$ cat src/rtl/serial_pkg.sv
`default_nettype none
// ============================================================================
//  Module      : serial_pkg
//  Description : Shared types and width helpers for the serial transmit
//                framer and its receive-side companion.
//  Revision    : 1.0  initial release
// ============================================================================
package serial_pkg;

    // Framer FSM states
    typedef enum logic [1:0] {
        IDLE     = 2'd0,
        LOAD     = 2'd1,
        SHIFT    = 2'd2,
        GAP_WAIT = 2'd3
    } state_e;

    // Bit counter width: enough to count 0..SIZE-1, never narrower than 1
    function automatic int cnt_w(input int size);
        return (size <= 2) ? 1 : $clog2(size);
    endfunction

    // Gap counter width: $clog2(GAP+1), never narrower than 1
    function automatic int gap_w(input int gap);
        return (gap < 1) ? 1 : $clog2(gap + 1);
    endfunction

endpackage
`default_nettype wire

$ cat src/rtl/serial_tx_framer_if.sv
`default_nettype none
// ============================================================================
//  Module      : serial_tx_framer_if
//  Description : Upstream valid/ready word stream into the serial framer.
//  Revision    : 1.0  initial release
// ============================================================================
interface serial_tx_framer_if #(
    parameter int SIZE = 8
);
    logic            s_valid;
    logic            s_ready;
    logic [SIZE-1:0] s_data;

    // Producer side
    modport master (output s_valid, output s_data, input s_ready);
    // Framer side
    modport slave  (input s_valid, input s_data, output s_ready);
endinterface
`default_nettype wire

$ cat src/rtl/serial_tx_framer_sync_fifo.sv
`default_nettype none
// ============================================================================
//  Module      : sync_fifo
//  Description : Single-clock FIFO with registered occupancy, full and empty
//                flags. Read data is the current head (first-word fall-through).
//  Revision    : 1.0  initial release
// ============================================================================
module sync_fifo #(
    parameter int WIDTH = 8,
    parameter int DEPTH = 4
) (
    input  wire logic                       clk,
    input  wire logic                       rstn,
    input  wire logic                       push_i,
    input  wire logic [WIDTH-1:0]           wdata_i,
    input  wire logic                       pop_i,
    output logic      [WIDTH-1:0]           rdata_o,
    output logic                            full_o,
    output logic                            empty_o,
    output logic      [$clog2(DEPTH+1)-1:0] count_o
);
    localparam int AW = $clog2(DEPTH);
    localparam int CW = $clog2(DEPTH + 1);

    logic [WIDTH-1:0] mem_q [DEPTH];
    logic [AW-1:0]    wr_ptr_q;
    logic [AW-1:0]    rd_ptr_q;
    logic [CW-1:0]    count_q;
    logic [CW-1:0]    count_d;
    logic             full_q;
    logic             empty_q;
    logic             w_do_push;
    logic             w_do_pop;

    // A push while full is only honoured when a pop frees the slot in the same cycle
    assign w_do_push = push_i && (!full_q || pop_i);
    assign w_do_pop  = pop_i && !empty_q;
    assign count_d   = count_q + CW'(w_do_push) - CW'(w_do_pop);

    // Pointers, occupancy and flags; flags are derived from the next occupancy
    always_ff @(posedge clk) begin
        if (!rstn) begin
            wr_ptr_q <= '0;
            rd_ptr_q <= '0;
            count_q  <= '0;
            full_q   <= 1'b0;
            empty_q  <= 1'b1;
        end else begin
            if (w_do_push) wr_ptr_q <= wr_ptr_q + AW'(1);
            if (w_do_pop)  rd_ptr_q <= rd_ptr_q + AW'(1);
            count_q <= count_d;
            full_q  <= (count_d == CW'(DEPTH));
            empty_q <= (count_d == '0);
        end
    end

    // Storage array; contents need no reset since the flags gate every read
    always_ff @(posedge clk) begin
        if (w_do_push) mem_q[wr_ptr_q] <= wdata_i;
    end

    assign rdata_o = mem_q[rd_ptr_q];
    assign full_o  = full_q;
    assign empty_o = empty_q;
    assign count_o = count_q;

endmodule
`default_nettype wire

$ cat src/rtl/serial_tx_framer.sv
`default_nettype none
// ============================================================================
//  Module      : serial_tx_framer
//  Description : Buffers upstream words and frames them for a downstream
//                parallel-to-serial shifter: one load pulse per word, an
//                active-low frame select aligned with the serial bits, and a
//                programmable idle gap between frames (GAP=0 streams gapless).
//  Revision    : 1.0  initial release
// ============================================================================
module serial_tx_framer
    import serial_pkg::*;
#(
    parameter int SIZE  = 8,
    parameter int DEPTH = 4,
    parameter int GAP   = 1
) (
    input  wire logic            clk,
    input  wire logic            rstn,
    input  wire logic            enable,
    serial_tx_framer_if.slave    s,
    output logic                 shift_load,
    output logic [SIZE-1:0]      shift_data,
    output logic                 cs_n,
    output logic                 busy,
    output logic                 frame_done
);
    localparam int CW  = cnt_w(SIZE);
    localparam int GW  = gap_w(GAP);
    localparam int FCW = $clog2(DEPTH + 1);

    localparam logic [CW-1:0] BIT_LAST   = CW'(SIZE - 1);
    localparam logic [CW-1:0] BIT_PENULT = CW'(SIZE - 2);
    // Last gap cycle in which a load decision is made (only used for GAP >= 2)
    localparam int            GAP_LAST_I = (GAP >= 2) ? (GAP - 2) : 0;
    localparam logic [GW-1:0] GAP_LAST   = GW'(GAP_LAST_I);

    state_e          state_q, state_d;
    logic [CW-1:0]   bit_cnt_q, bit_cnt_d;
    logic [GW-1:0]   gap_cnt_q, gap_cnt_d;
    logic            shift_load_q, shift_load_d;
    logic [SIZE-1:0] shift_data_q, shift_data_d;
    logic            cs_n_q, cs_n_d;
    logic            busy_q, busy_d;
    logic            frame_done_q, frame_done_d;

    logic            w_push;
    logic            w_pop;
    logic [SIZE-1:0] w_head;
    logic            w_full;
    logic            w_empty;
    logic [FCW-1:0]  w_fifo_cnt;
    logic [FCW-1:0]  w_fifo_cnt_nxt;
    logic            w_can_start;

    assign w_push    = s.s_valid && s.s_ready;
    assign s.s_ready = !w_full;

    sync_fifo #(
        .WIDTH (SIZE),
        .DEPTH (DEPTH)
    ) u_fifo (
        .clk     (clk),
        .rstn    (rstn),
        .push_i  (w_push),
        .wdata_i (s.s_data),
        .pop_i   (w_pop),
        .rdata_o (w_head),
        .full_o  (w_full),
        .empty_o (w_empty),
        .count_o (w_fifo_cnt)
    );

    // w_pop is only raised with w_can_start, so it never underflows the FIFO
    assign w_can_start    = !w_empty && enable;
    assign w_fifo_cnt_nxt = w_fifo_cnt + FCW'(w_push) - FCW'(w_pop);

    // State and output registers; every output is a flop
    always_ff @(posedge clk) begin
        if (!rstn) begin
            state_q      <= IDLE;
            bit_cnt_q    <= '0;
            gap_cnt_q    <= '0;
            shift_load_q <= 1'b0;
            shift_data_q <= '0;
            cs_n_q       <= 1'b1;
            busy_q       <= 1'b0;
            frame_done_q <= 1'b0;
        end else begin
            state_q      <= state_d;
            bit_cnt_q    <= bit_cnt_d;
            gap_cnt_q    <= gap_cnt_d;
            shift_load_q <= shift_load_d;
            shift_data_q <= shift_data_d;
            cs_n_q       <= cs_n_d;
            busy_q       <= busy_d;
            frame_done_q <= frame_done_d;
        end
    end

    // Next state and next outputs. Because outputs are registered, each load
    // decision is taken one cycle before the load pulse is to appear.
    always_comb begin
        state_d      = state_q;
        bit_cnt_d    = bit_cnt_q;
        gap_cnt_d    = gap_cnt_q;
        shift_load_d = 1'b0;
        shift_data_d = shift_data_q;
        cs_n_d       = cs_n_q;
        frame_done_d = 1'b0;
        w_pop        = 1'b0;

        case (state_q)
            IDLE: begin
                cs_n_d = 1'b1;
                if (w_can_start) begin
                    w_pop        = 1'b1;
                    shift_load_d = 1'b1;
                    shift_data_d = w_head;
                    state_d      = LOAD;
                end
            end

            LOAD: begin
                // Shifter captures the word at the end of this cycle; MSB follows
                state_d   = SHIFT;
                bit_cnt_d = '0;
                cs_n_d    = 1'b0;
            end

            SHIFT: begin
                cs_n_d = 1'b0;
                if (bit_cnt_q == BIT_PENULT) begin
                    frame_done_d = 1'b1;
                    // Gapless: reload so the pulse lands on the final bit cycle
                    if (GAP == 0 && w_can_start) begin
                        w_pop        = 1'b1;
                        shift_load_d = 1'b1;
                        shift_data_d = w_head;
                    end
                end
                if (bit_cnt_q == BIT_LAST) begin
                    if (GAP == 0) begin
                        if (shift_load_q) begin
                            bit_cnt_d = '0;
                        end else begin
                            state_d = IDLE;
                            cs_n_d  = 1'b1;
                        end
                    end else if (GAP == 1) begin
                        // One-cycle gap is the LOAD cycle itself
                        cs_n_d = 1'b1;
                        if (w_can_start) begin
                            w_pop        = 1'b1;
                            shift_load_d = 1'b1;
                            shift_data_d = w_head;
                            state_d      = LOAD;
                        end else begin
                            state_d = IDLE;
                        end
                    end else begin
                        cs_n_d    = 1'b1;
                        gap_cnt_d = '0;
                        state_d   = GAP_WAIT;
                    end
                end else begin
                    bit_cnt_d = bit_cnt_q + CW'(1);
                end
            end

            GAP_WAIT: begin
                cs_n_d = 1'b1;
                if (gap_cnt_q == GAP_LAST) begin
                    if (w_can_start) begin
                        w_pop        = 1'b1;
                        shift_load_d = 1'b1;
                        shift_data_d = w_head;
                        state_d      = LOAD;
                    end else begin
                        state_d = IDLE;
                    end
                end else begin
                    gap_cnt_d = gap_cnt_q + GW'(1);
                end
            end

            default: begin
                state_d = IDLE;
                cs_n_d  = 1'b1;
            end
        endcase

        busy_d = (w_fifo_cnt_nxt != '0) || (state_d != IDLE);
    end

    assign shift_load = shift_load_q;
    assign shift_data = shift_data_q;
    assign cs_n       = cs_n_q;
    assign busy       = busy_q;
    assign frame_done = frame_done_q;

endmodule
`default_nettype wire

$ cat src/flat_wrapper.sv
// flat-port wrapper written by rule: the top's interface ports become plain ports
module serial_tx_framer_flat import serial_pkg::*;
#(
    parameter int SIZE  = 8,
    parameter int DEPTH = 4,
    parameter int GAP   = 1
)
  (clk, rstn, enable, shift_load, shift_data, cs_n, busy, frame_done, s_s_valid, s_s_data, s_s_ready);
  serial_tx_framer_if #(.SIZE(SIZE)) s_i ();
  input  wire logic clk;
  input  wire logic rstn;
  input  wire logic enable;
  output logic shift_load;
  output logic [SIZE-1:0] shift_data;
  output logic cs_n;
  output logic busy;
  output logic frame_done;
  input wire logic [$bits(s_i.s_valid)-1:0] s_s_valid;
  input wire logic [$bits(s_i.s_data)-1:0] s_s_data;
  output wire logic [$bits(s_i.s_ready)-1:0] s_s_ready;
  assign s_i.s_valid = s_s_valid;
  assign s_i.s_data = s_s_data;
  assign s_s_ready = s_i.s_ready;
  serial_tx_framer #(.SIZE(SIZE), .DEPTH(DEPTH), .GAP(GAP)) u_core (.clk(clk), .rstn(rstn), .enable(enable), .s(s_i), .shift_load(shift_load), .shift_data(shift_data), .cs_n(cs_n), .busy(busy), .frame_done(frame_done));
endmodule
$ cat config.mk
export PLATFORM = sky130hd
export DESIGN_NAME = serial_tx_framer_flat
export DESIGN_NICKNAME = d
export VERILOG_FILES = /design/src/rtl/serial_pkg.sv /design/src/rtl/serial_tx_framer_if.sv /design/src/rtl/serial_tx_framer_sync_fifo.sv /design/src/rtl/serial_tx_framer.sv /design/src/flat_wrapper.sv
export SDC_FILE = /design/constraint.sdc
export NUM_CORES = 1
export LEC_CHECK = 0
export CAP_MARGIN = 20
export CORE_UTILIZATION = 55
export CTS_CLUSTER_DIAMETER = 60
export DETAILED_ROUTE_END_ITERATION = 8
export PLACE_DENSITY = 0.76
export SYNTH_ARGS = -nofsm -noshare
export SYNTH_HDL_FRONTEND = slang
export SYNTH_SLANG_ARGS = --single-unit
$ cat constraint.sdc
create_clock -name clk -period 7.7 [get_ports clk]
set_clock_uncertainty 0.1 [all_clocks]
set_input_delay 2.31 -clock clk [delete_from_list [all_inputs] [get_ports clk]]
set_output_delay 2.31 -clock clk [all_outputs]
set_load 0.02 [all_outputs]
==> results.md, run 1 <==
* Status: finished, final reports clean
* Synth Warn # at 0
* Vias at 1425
* Rows at 24
* Seq/Total Area, Yosys at ~60%
* Critical Path AT at approximately 4.7 ns
* RSZ-0062 raised after global routing: no
* Cell Pwr Density at roughly 330 nW/µm²
* Final non-filler cell total at 273
* Cell taking the most area after synthesis: edfxtp_1
* Final Util at about two thirds
* Antenna Violating Nets Remaining at 0
* Post-route setup TNS at 0 ns
* Reg power frac at 44.3%
* Top Ports at 25
* Die Y at about 70 µm
* Setup bufs post-CTS at 0
* Grt ovf at 0
* Initial core utilization at approximately 58%
* Die Width at ~70 µm
* Core ar. at between 4000 and 5000 µm²
* Mapped Nets at 216
* Skew-Pair Late Insertion Delay at about 0.33 ns
* Post-synth EDFFs at 32
* Cell total after placement at 257
* CP max stage delay at between 0.4 and 0.5 ns
* Asr flop ratio synth at 0%
* Initial antenna violation count at 0
* Clock share of power at 27.5%
* Final setup fails at 0
* Combinational Power Share at about 28%
* Share of cells above drive strength 1 at a little under a fifth
* 1st-pass router iterations at 4
* Num CTS Buffers at 9
* First-pass GRT wire length at approximately 7000 µm
* GPL Wtd Cong at 0.766
* Peak VDD IR at around 0.19 mV
* P_int at 685 µW
* CP Launch Type: input port
* Max-cap violations at 0
* Root Driver: clkbuf_8
* Fin Hold WS at 0.359 ns
* Most frequent cell after synthesis: edfxtp_1
* Netlist cell types at 37
* Synth cell count leaders: edfxtp_1, dfxtp_1, ha_1, inv_1, nor2_1
* Kind of critical path: input port to flip-flop
* Top cells by area, synth: edfxtp_1, dfxtp_1, ha_1
* Routed length per instance at roughly 15 µm
* Sw frac at 30.1%
* Hold_buf cts at 0
* Period utilization at around three fifths
* Final WL at 4190 µm
* Max-slew violation count at 0
* Vias in the first global route at around 1500
* Ys flop type: edfxtp_1
* Share of the synthesized area in the top cell type at a little under two fifths
* DRC Markers at 0
* #FFs+latches synth at 60
* CTS Buffer Depth at 2
* CTS tree: done
* Max-slew headroom at around 51%
* Final worst slack at 3.21 ns
* Via-per-instance ratio at between 5 and 6
* Hpwl dp at 2990 µm
* DIE AREA at just under 5000 µm²
* Leakage Power at between 1 and 1.5 nW
* CTS-repair resized insts at 0
* Maximum net fanout on the critical path at 9
* H-tree depth at 3
* Clock transition at path regs at ~0.060 ns
* # fillers at approximately 320
* Fin crit period at 4.49 ns
* Highest Clock Rate at 222 MHz
* CP endpoint kind: flip-flop
* Crit path max-delay cell type: clkdlybuf4s50_1
* Average cell area after synthesis at roughly 14 µm²
* Worst EP required at roughly 7.9 ns
* Mapped Cells at roughly 190
* Final Hold Viols at 0
* NetSw at around 300 µW
* CP most frequent cell: inv_1
* PortBufs at 24
* Layout net count at between 200 and 250
* Cell area after synthesis at roughly 2500 µm²
* Synthesis-to-finish area growth at 18.1%
* Total track usage at about 20%
* Number of diodes at 0
* Largest net degree at the start of global routing at 21
* Hold WC Path Type: flip-flop to flip-flop
* Detailed Route Iter0 Violations at 62
* Dpl ws at about 2.9 ns
* Worst slew pin tran at between 0.7 and 0.8 ns
* Clk sinks at 60
* Crit-path cells: clkdlybuf4s50_1 -> nor2b_1 -> inv_1 -> ha_1 -> inv_1 -> ha_1 -> inv_1 -> fa_1 -> xor2_1 -> nand2_1 -> nor2_1
[flip-flops by register name (all words and copies together) (netlist names), named ones only]
| register | cells |
|---|---|
| u_core.bit_cnt_q | 3 |
| u_core.busy | 1 |
| u_core.cs_n | 1 |
| u_core.frame_done | 1 |
| u_core.shift_data | 8 |
| u_core.shift_load | 1 |
| u_core.state_q | 2 |
| u_core.u_fifo.count_o | 3 |
| u_core.u_fifo.empty_o | 1 |
| u_core.u_fifo.full_o | 1 |
| u_core.u_fifo.mem_q | 32 |
| u_core.u_fifo.rd_ptr_q | 2 |
| u_core.u_fifo.wr_ptr_q | 2 |
[power by group through the flow]
stage / Clock [mW] / Combinational [mW] / Sequential [mW]
4_1_cts: 0.277 / 0.280 / 0.435
5_1_grt: 0.291 / 0.307 / 0.441
2_1_floorplan: 0 / 0.193 / 0.442
6_report: 0.269 / 0.277 / 0.434
3_5_place_dp: 0 / 0.279 / 0.442
3_3_place_gp: 0 / 0.261 / 0.437
[per-stage QoR]
step / area [µm²] / total power, mW
after floorplan: 2530 / 0.635
after global placement: 2800 / 0.697
after detailed placement: 2800 / 0.721
after CTS: 2990 / 0.992
after global routing: 2990 / 1.04
final: 2990 / 0.979
[path summary, 6_finish.rpt]
check / from / to / slack [ns] / cells after the start
max reg2reg: u_core.state_q[0] / u_core.busy / 4.99 / 11
min: u_core.shift_data[3] / u_core.shift_data[3] / 0.36 / 2
min reg2reg: u_core.shift_data[3] / u_core.shift_data[3] / 0.36 / 2
max: s_s_valid / u_core.u_fifo.full_o / 3.21 / 11
[critical path, delay by kind of cell]
family        cells  cell delay, ns
xor+xnor          1            0.21
buf+inv           4            0.66
fa+ha+maj         3            0.84
simple gates      3            0.64
[layout by cell type, fill, tap and decap left out, types with 3 or more instances in the layout]
cell             instances
nand2_1                 11
nand2_2                  9
xnor2_1                  3
dfxtp_1                 28
inv_1                   15
clkdlybuf4s50_1         24
ha_1                    15
a21oi_1                  5
a21oi_2                  8
clkbuf_1                 3
mux4_2                   8
edfxtp_1                32
and2_1                   6
nor2_1                  14
clkbuf_8                10
[layer usage]
layer | GRT usage (%) | vias up | part of all wire, %
met3 | 7.12 | 7 | 5.3
met5 | 0 | - | 0
li1 | - | 706 | -
met4 | 11.3 | 0 | 1.8
met1 | 24.1 | 673 | 43
met2 | 31.6 | 39 | 50
[final cells by class]
cell class,count,area (µm²),area share [%]
Timing Repair Buffer,24,240,8.05
Inverter,15,56.3,1.89
Sequential cell,60,1520,51.0
Tap cell,52,65.1,2.18
Clock inverter,3,38.8,1.30
Multi-Input combinational cell,106,915,30.6
Clock buffer,13,149,4.99
[cells by family after synthesis]
family / count (synthesis) / synth area share (%)
xor gates and xnor gates: 5 / 1.73
muxes: 8 / 7.13
AOI/OAI and AO/OA: 23 / 7.08
adders and majority gates: 17 / 9.01
and+or+nand+nor: 53 / 11.2
buffers and inverters: 21 / 3.61
DFF: 60 / 60.2
Note: power is estimated with default switching activity, not from simulation.
==> run 2: changes to the inputs <==
CORE_UTILIZATION = 50   (was 55)
PLACE_DENSITY = 0.73   (was 0.76)
clock period = 3.8 ns   (was 7.7 ns; I/O delays follow)
==> run 2 against run 1 <==
Compared with the run above: critical path depth decreased by 1; worst hold slack improved by 0.0044 ns; power increased by 110%; first-iteration DRC count unchanged.
==> results.md, run 2 (same netlist as run 1, synthesis figures left out) <==
* Status: finished, final reports clean
* First-pass GRT wire length at 6950 µm
* Share of cells above drive strength 1 at 20.7%
* Rows at 25
* DRC Markers at 0
* Max-slew violation count at 0
* Via-per-instance ratio at 4.97
* Vias at between 1000 and 1500
* Kind of critical path: input port to flip-flop
* Number of diodes at 0
* Clock transition at path regs at roughly 0.060 ns
* Highest Clock Rate at about 310 MHz
* Detailed Route Iter0 Violations at 62
* Skew-Pair Late Insertion Delay at between 0.3 and 0.4 ns
* Total track usage at a little under a fifth
* Layout net count at 246
* Design Area, Final at between 3000 and 4000 µm²
* Core ar. at about 4800 µm²
* Cell Pwr Density at roughly 670 nW/µm²
* Maximum net fanout on the critical path at 7
* Max FFs per register at 32
* # fillers at between 300 and 400
* 1st-pass router iterations at 4
* Vias in the first global route at approximately 1500
* Clk sinks at 60
* Crit-path cells: clkdlybuf4s50_1 -> nand2b_4 -> a211oi_4 -> ha_1 -> inv_1 -> ha_1 -> inv_1 -> fa_1 -> xor2_1 -> o21ai_0
* DIE AREA at roughly 5300 µm²
* Largest Register: u_core.u_fifo.mem_q
* CTS-repair resized insts at 0
* CP endpoint kind: flip-flop
* Hold Path End: u_core.shift_data[5]
* Post-route setup TNS at 0 ns
* Max-cap violations at 0
* Final WL at 4090 µm
* Hold WC Path Type: flip-flop to flip-flop
* Fin Hold WS at around 0.36 ns
* H-tree depth at 3
* Grt ovf at 0
* Leakage Power at 1.10 nW
* Synthesis-to-finish area growth at 20.3%
* CP Launch Type: input port
* Root Driver: clkbuf_8
* Max-slew headroom at around half
* CP max stage delay at 0.51 ns
* R2r worst-path depth at 11
* Critical Path AT at approximately 3.3 ns
* Initial core utilization at 52.8%
* RSZ-0062 raised after global routing: no
* Hold_buf cts at 0
* Final Hold Viols at 0
* Post-DP Area at 2820 µm²
* Reg2reg start: u_core.state_q[0]
* Die Width at between 70 and 80 µm
* Hpwl dp at 2880 µm
* CTS tree: done
* Final Util at a little under two thirds
* Antenna Violating Nets Remaining at 0
* Worst slew pin tran at approximately 0.77 ns
* Final setup fails at 0
* Hold Crit Start: u_core.shift_data[5]
* Worst EP required at 3.90 ns
* Cell total after placement at around 270
* Largest net degree at the start of global routing at 21
* Crit path max-delay cell type: clkdlybuf4s50_1
* Period utilization at 85.3%
* Routed length per instance at 14.2 µm
* Num CTS Buffers at 9
* Die Y at about 73 µm
* Most frequent cells in the layout: edfxtp_1, dfxtp_1, clkdlybuf4s50_1
* Setup bufs post-CTS at 0
* GPL Wtd Cong at between 0.7 and 0.8
* Top Ports at 25
* Initial antenna violation count at 0
* FF-to-FF End: u_core.u_fifo.empty_o
* Hold Crit Depth at 2
* R2R Setup Slk at roughly 1.1 ns
* Fin crit period at 3.24 ns
* Final non-filler cell total at roughly 290
* Commonest non-fill, non-tap cell in the layout: edfxtp_1
* PortBufs at 24
* CTS Buffer Depth at 2
* Peak VDD IR at approximately 0.38 mV
## run 2: cell count changes in the layout (fill, tap and decap cells not counted)
cell        change
clkinv_1        -1
buf_4           +1
clkinvlp_4      +2
clkinv_4        +1
clkbuf_1        -2
bufinv_16       +1
clkbuf_8        -1
## run 2: worst max-delay path, delay by kind of cell
kind / cells / cell delay, ns
AOI/OAI and AO/OA: 2 / 0.40
and+or+nand+nor: 1 / 0.10
xor gates and xnor gates: 1 / 0.22
buffers and inverters: 3 / 0.63
adders and majority gates: 3 / 0.85
## run 2: final cells by class
class | instances | area (µm²) | share of cell area [%]
Clock buffer | 10 | 128 | 4.20
Clock inverter | 6 | 88.8 | 2.92
Multi-Input combinational cell | 106 | 915 | 30.1
Tap cell | 67 | 83.8 | 2.76
Inverter | 15 | 56.3 | 1.85
Timing Repair Buffer | 25 | 248 | 8.15
Sequential cell | 60 | 1520 | 50.0
## run 2: through the flow
step	setup WS (ns)	power, mW
final	0.558	2.05
after global routing	0.369	2.18
after CTS	0.574	2.07
after detailed placement	0.242	1.45
after global placement	0.364	1.41
after floorplan	0.952	1.29
## run 2: report_power, final
part           leakage (nW)  switching, mW  internal (mW)
Sequential            0.522         0.0715          0.809
Clock                 0.102          0.244          0.369
Combinational         0.477          0.291          0.260
## run 2: worst max path at each step
stage	slack (ns)	end	from
floorplan	0.95	u_core.u_fifo.full_o	s_s_valid
global placement	0.36	u_core.u_fifo.full_o	enable
detailed placement	0.24	u_core.u_fifo.empty_o	enable
CTS	0.57	u_core.u_fifo.empty_o	enable
global route	0.37	u_core.u_fifo.full_o	enable
finish	0.56	u_core.u_fifo.empty_o	enable
## run 2: per-layer routing
| layer | vias to the layer above | global-route usage (%) | wire length (µm) |
|---|---|---|---|
| met5 | - | 0 | 0 |
| met4 | 0 | 9.59 | 87 |
| met3 | 7 | 8.15 | 197 |
| met2 | 40 | 29.2 | 2010 |
| met1 | 681 | 21.6 | 1800 |
| li1 | 708 | - | - |
==> run 3: changes to the inputs <==
CORE_ASPECT_RATIO = 1.75   (was unset)
==> run 3 against run 2 <==
Compared with the run above: count of clock-buffer cells in the layout shrank 1; largest cell class unchanged; sequential power is essentially flat; final cell count decreased by 5.2%; sequential cell count is the same.
==> results.md, run 3 (same netlist as run 1, synthesis figures left out) <==
* CTS-repair resized insts at 0
* Reg2reg start: u_core.state_q[0]
* Period utilization at a little over four fifths
* Final WL at about 4100 µm
* Num CTS Buffers at 9
* Clk sinks at 60
* Die Y at just under 100 µm
* Routed length per instance at roughly 15 µm
* R2r worst-path depth at 11
* Skew-Pair Late Insertion Delay at around 0.33 ns
* H-tree depth at 3
* Total track usage at between 10% and 20%
* PortBufs at 24
* Total chip power at between 1.5 and 2 mW
* Leakage Power at approximately 1.1 nW
* RSZ-0062 raised after global routing: no
* Peak VDD IR at approximately 0.42 mV
* Rows at 33
* # fillers at 371
* Worst EP required at slightly below 4 ns
* Hpwl dp at approximately 3000 µm
* Number of diodes at 0
* Crit-path cells: clkdlybuf4s50_1 -> nand2b_4 -> a211oi_4 -> ha_1 -> inv_1 -> ha_1 -> inv_1 -> fa_1 -> xor2_1 -> o21ai_0
* 1st-pass router iterations at 4
* Initial antenna violation count at 0
* Setup bufs post-CTS at 0
* FF-to-FF End: u_core.busy
* Die Width at 55.7 µm
* DIE AREA at between 5000 and 6000 µm²
* Highest Clock Rate at 314 MHz
* Post-route setup TNS at 0 ns
* Max-slew headroom at between 50 and 60%
* R2R Setup Slk at 1.15 ns
* Final setup fails at 0
* Most frequent cells in the layout: edfxtp_1, dfxtp_1, clkdlybuf4s50_1
* Clock transition at path regs at 0.07 ns
* Fin crit period at around 3.2 ns
* Max-slew violation count at 0
* First-pass GRT wire length at roughly 7000 µm
* Commonest non-fill, non-tap cell in the layout: edfxtp_1
* Antenna Violating Nets Remaining at 0
* Layout net count at 246
* Maximum net fanout on the critical path at 7
* GPL Wtd Cong at just under 0.8
* Root Driver: clkbuf_8
* Via-per-instance ratio at between 5 and 6
* Synthesis-to-finish area growth at 17.9%
* Top Ports at 25
* Crit path max-delay cell type: clkdlybuf4s50_1
* Initial core utilization at a little over half
* Worst path top cell family by delay: adder cells
* Max FFs per register at 32
* Vias at between 1000 and 1500
* Final Hold Viols at 0
* Cell Pwr Density at roughly 650 nW/µm²
* Hold WC Path Type: flip-flop to flip-flop
* Grt ovf at 0
* Kind of critical path: input port to flip-flop
* Worst path depth at 10
* Max-cap violations at 0
* Post-DP Area at 2810 µm²
* DRC Markers at 0
* CTS Buffer Depth at 2
* Core ar. at 4790 µm²
* Largest net degree at the start of global routing at 21
* Share of cells above drive strength 1 at a little over a fifth
* Final worst slack at 0.618 ns
* CP max stage delay at ~0.5 ns
* Detailed Route Iter0 Violations at 46
* CTS tree: done
* Fin Hold WS at between 0.3 and 0.4 ns
* CP endpoint kind: flip-flop
* Dpl ws at 0.271 ns
* Sum of buffers and inverters on the critical path at 3
* Hold_buf cts at 0
* Status: finished, final reports clean
* CP Launch Type: input port
* Vias in the first global route at ~1500
* Largest Register: u_core.u_fifo.mem_q
* Crit path capture: u_core.u_fifo.empty_o
* Setup crit start: enable
* Critical Path AT at roughly 3.3 ns
* Worst slew pin tran at between 0.7 and 0.8 ns
* Design Area, Final at 2980 µm²
==> run 3: cell types whose count changed in the layout (fill, tap and decap cells not counted), sizes merged <==
cell	change
inv	+1
clkbuf	-1
clkinv	+2
bufinv	-2
==> run 3: routing by layer <==
layer	up-vias	global-route usage, %	routed length, µm
met5	-	0	0
met2	33	32.4	2280
li1	711	-	-
met1	722	17.9	1590
met3	15	4.44	135
met4	0	11.7	133
==> run 3: final cells by class <==
cell class / count / area (µm²) / area share (%)
Clock inverter: 7 / 51.3 / 1.72
Clock buffer: 9 / 124 / 4.16
Sequential cell: 60 / 1520 / 51.0
Inverter: 15 / 56.3 / 1.89
Multi-Input combinational cell: 106 / 915 / 30.7
Tap cell: 52 / 65.1 / 2.18
Timing Repair Buffer: 25 / 248 / 8.31
==> run 3: worst reg2reg max path: stages (launching register included) <==
cell and delay [ns]:
dfxtp_1 0.41, inv_1 0.09, ha_1 0.25, nor2_2 0.20
a211oi_1 0.12, ha_1 0.29, inv_1 0.04, ha_1 0.20
fa_1 0.40, xnor2_1 0.14, nor3_1 0.17, a31oi_1 0.10
==> run 3: metrics by stage <==
step | cells | util (%)
4_1_cts | 274 | 62.2
3_3_place_gp | 258 | 58.6
2_1_floorplan | 187 | -
6_report | 274 | 62.2
5_1_grt | 274 | 62.2
3_5_place_dp | 258 | 58.6
==> run 3: where the power goes <==
group,leakage [nW],switching (mW),internal (mW)
sequential,0.522,0.0690,0.808
clock,0.0856,0.258,0.238
combinational,0.477,0.290,0.260
==> run 3: worst min-delay path by stage <==
| stage | start | endpoint | slack [ns] | cells after the start |
|---|---|---|---|---|
| finish | u_core.shift_data[7] | u_core.shift_data[7] | 0.37 | 2 |
| CTS | u_core.shift_data[7] | u_core.shift_data[7] | 0.37 | 2 |
| floorplan | u_core.bit_cnt_q[2] | u_core.frame_done | 0.38 | 1 |
| detailed placement | u_core.shift_data[7] | u_core.shift_data[7] | 0.36 | 2 |
| global route | u_core.shift_data[5] | u_core.shift_data[5] | 0.39 | 2 |
| global placement | u_core.shift_data[6] | u_core.shift_data[6] | 0.35 | 2 |
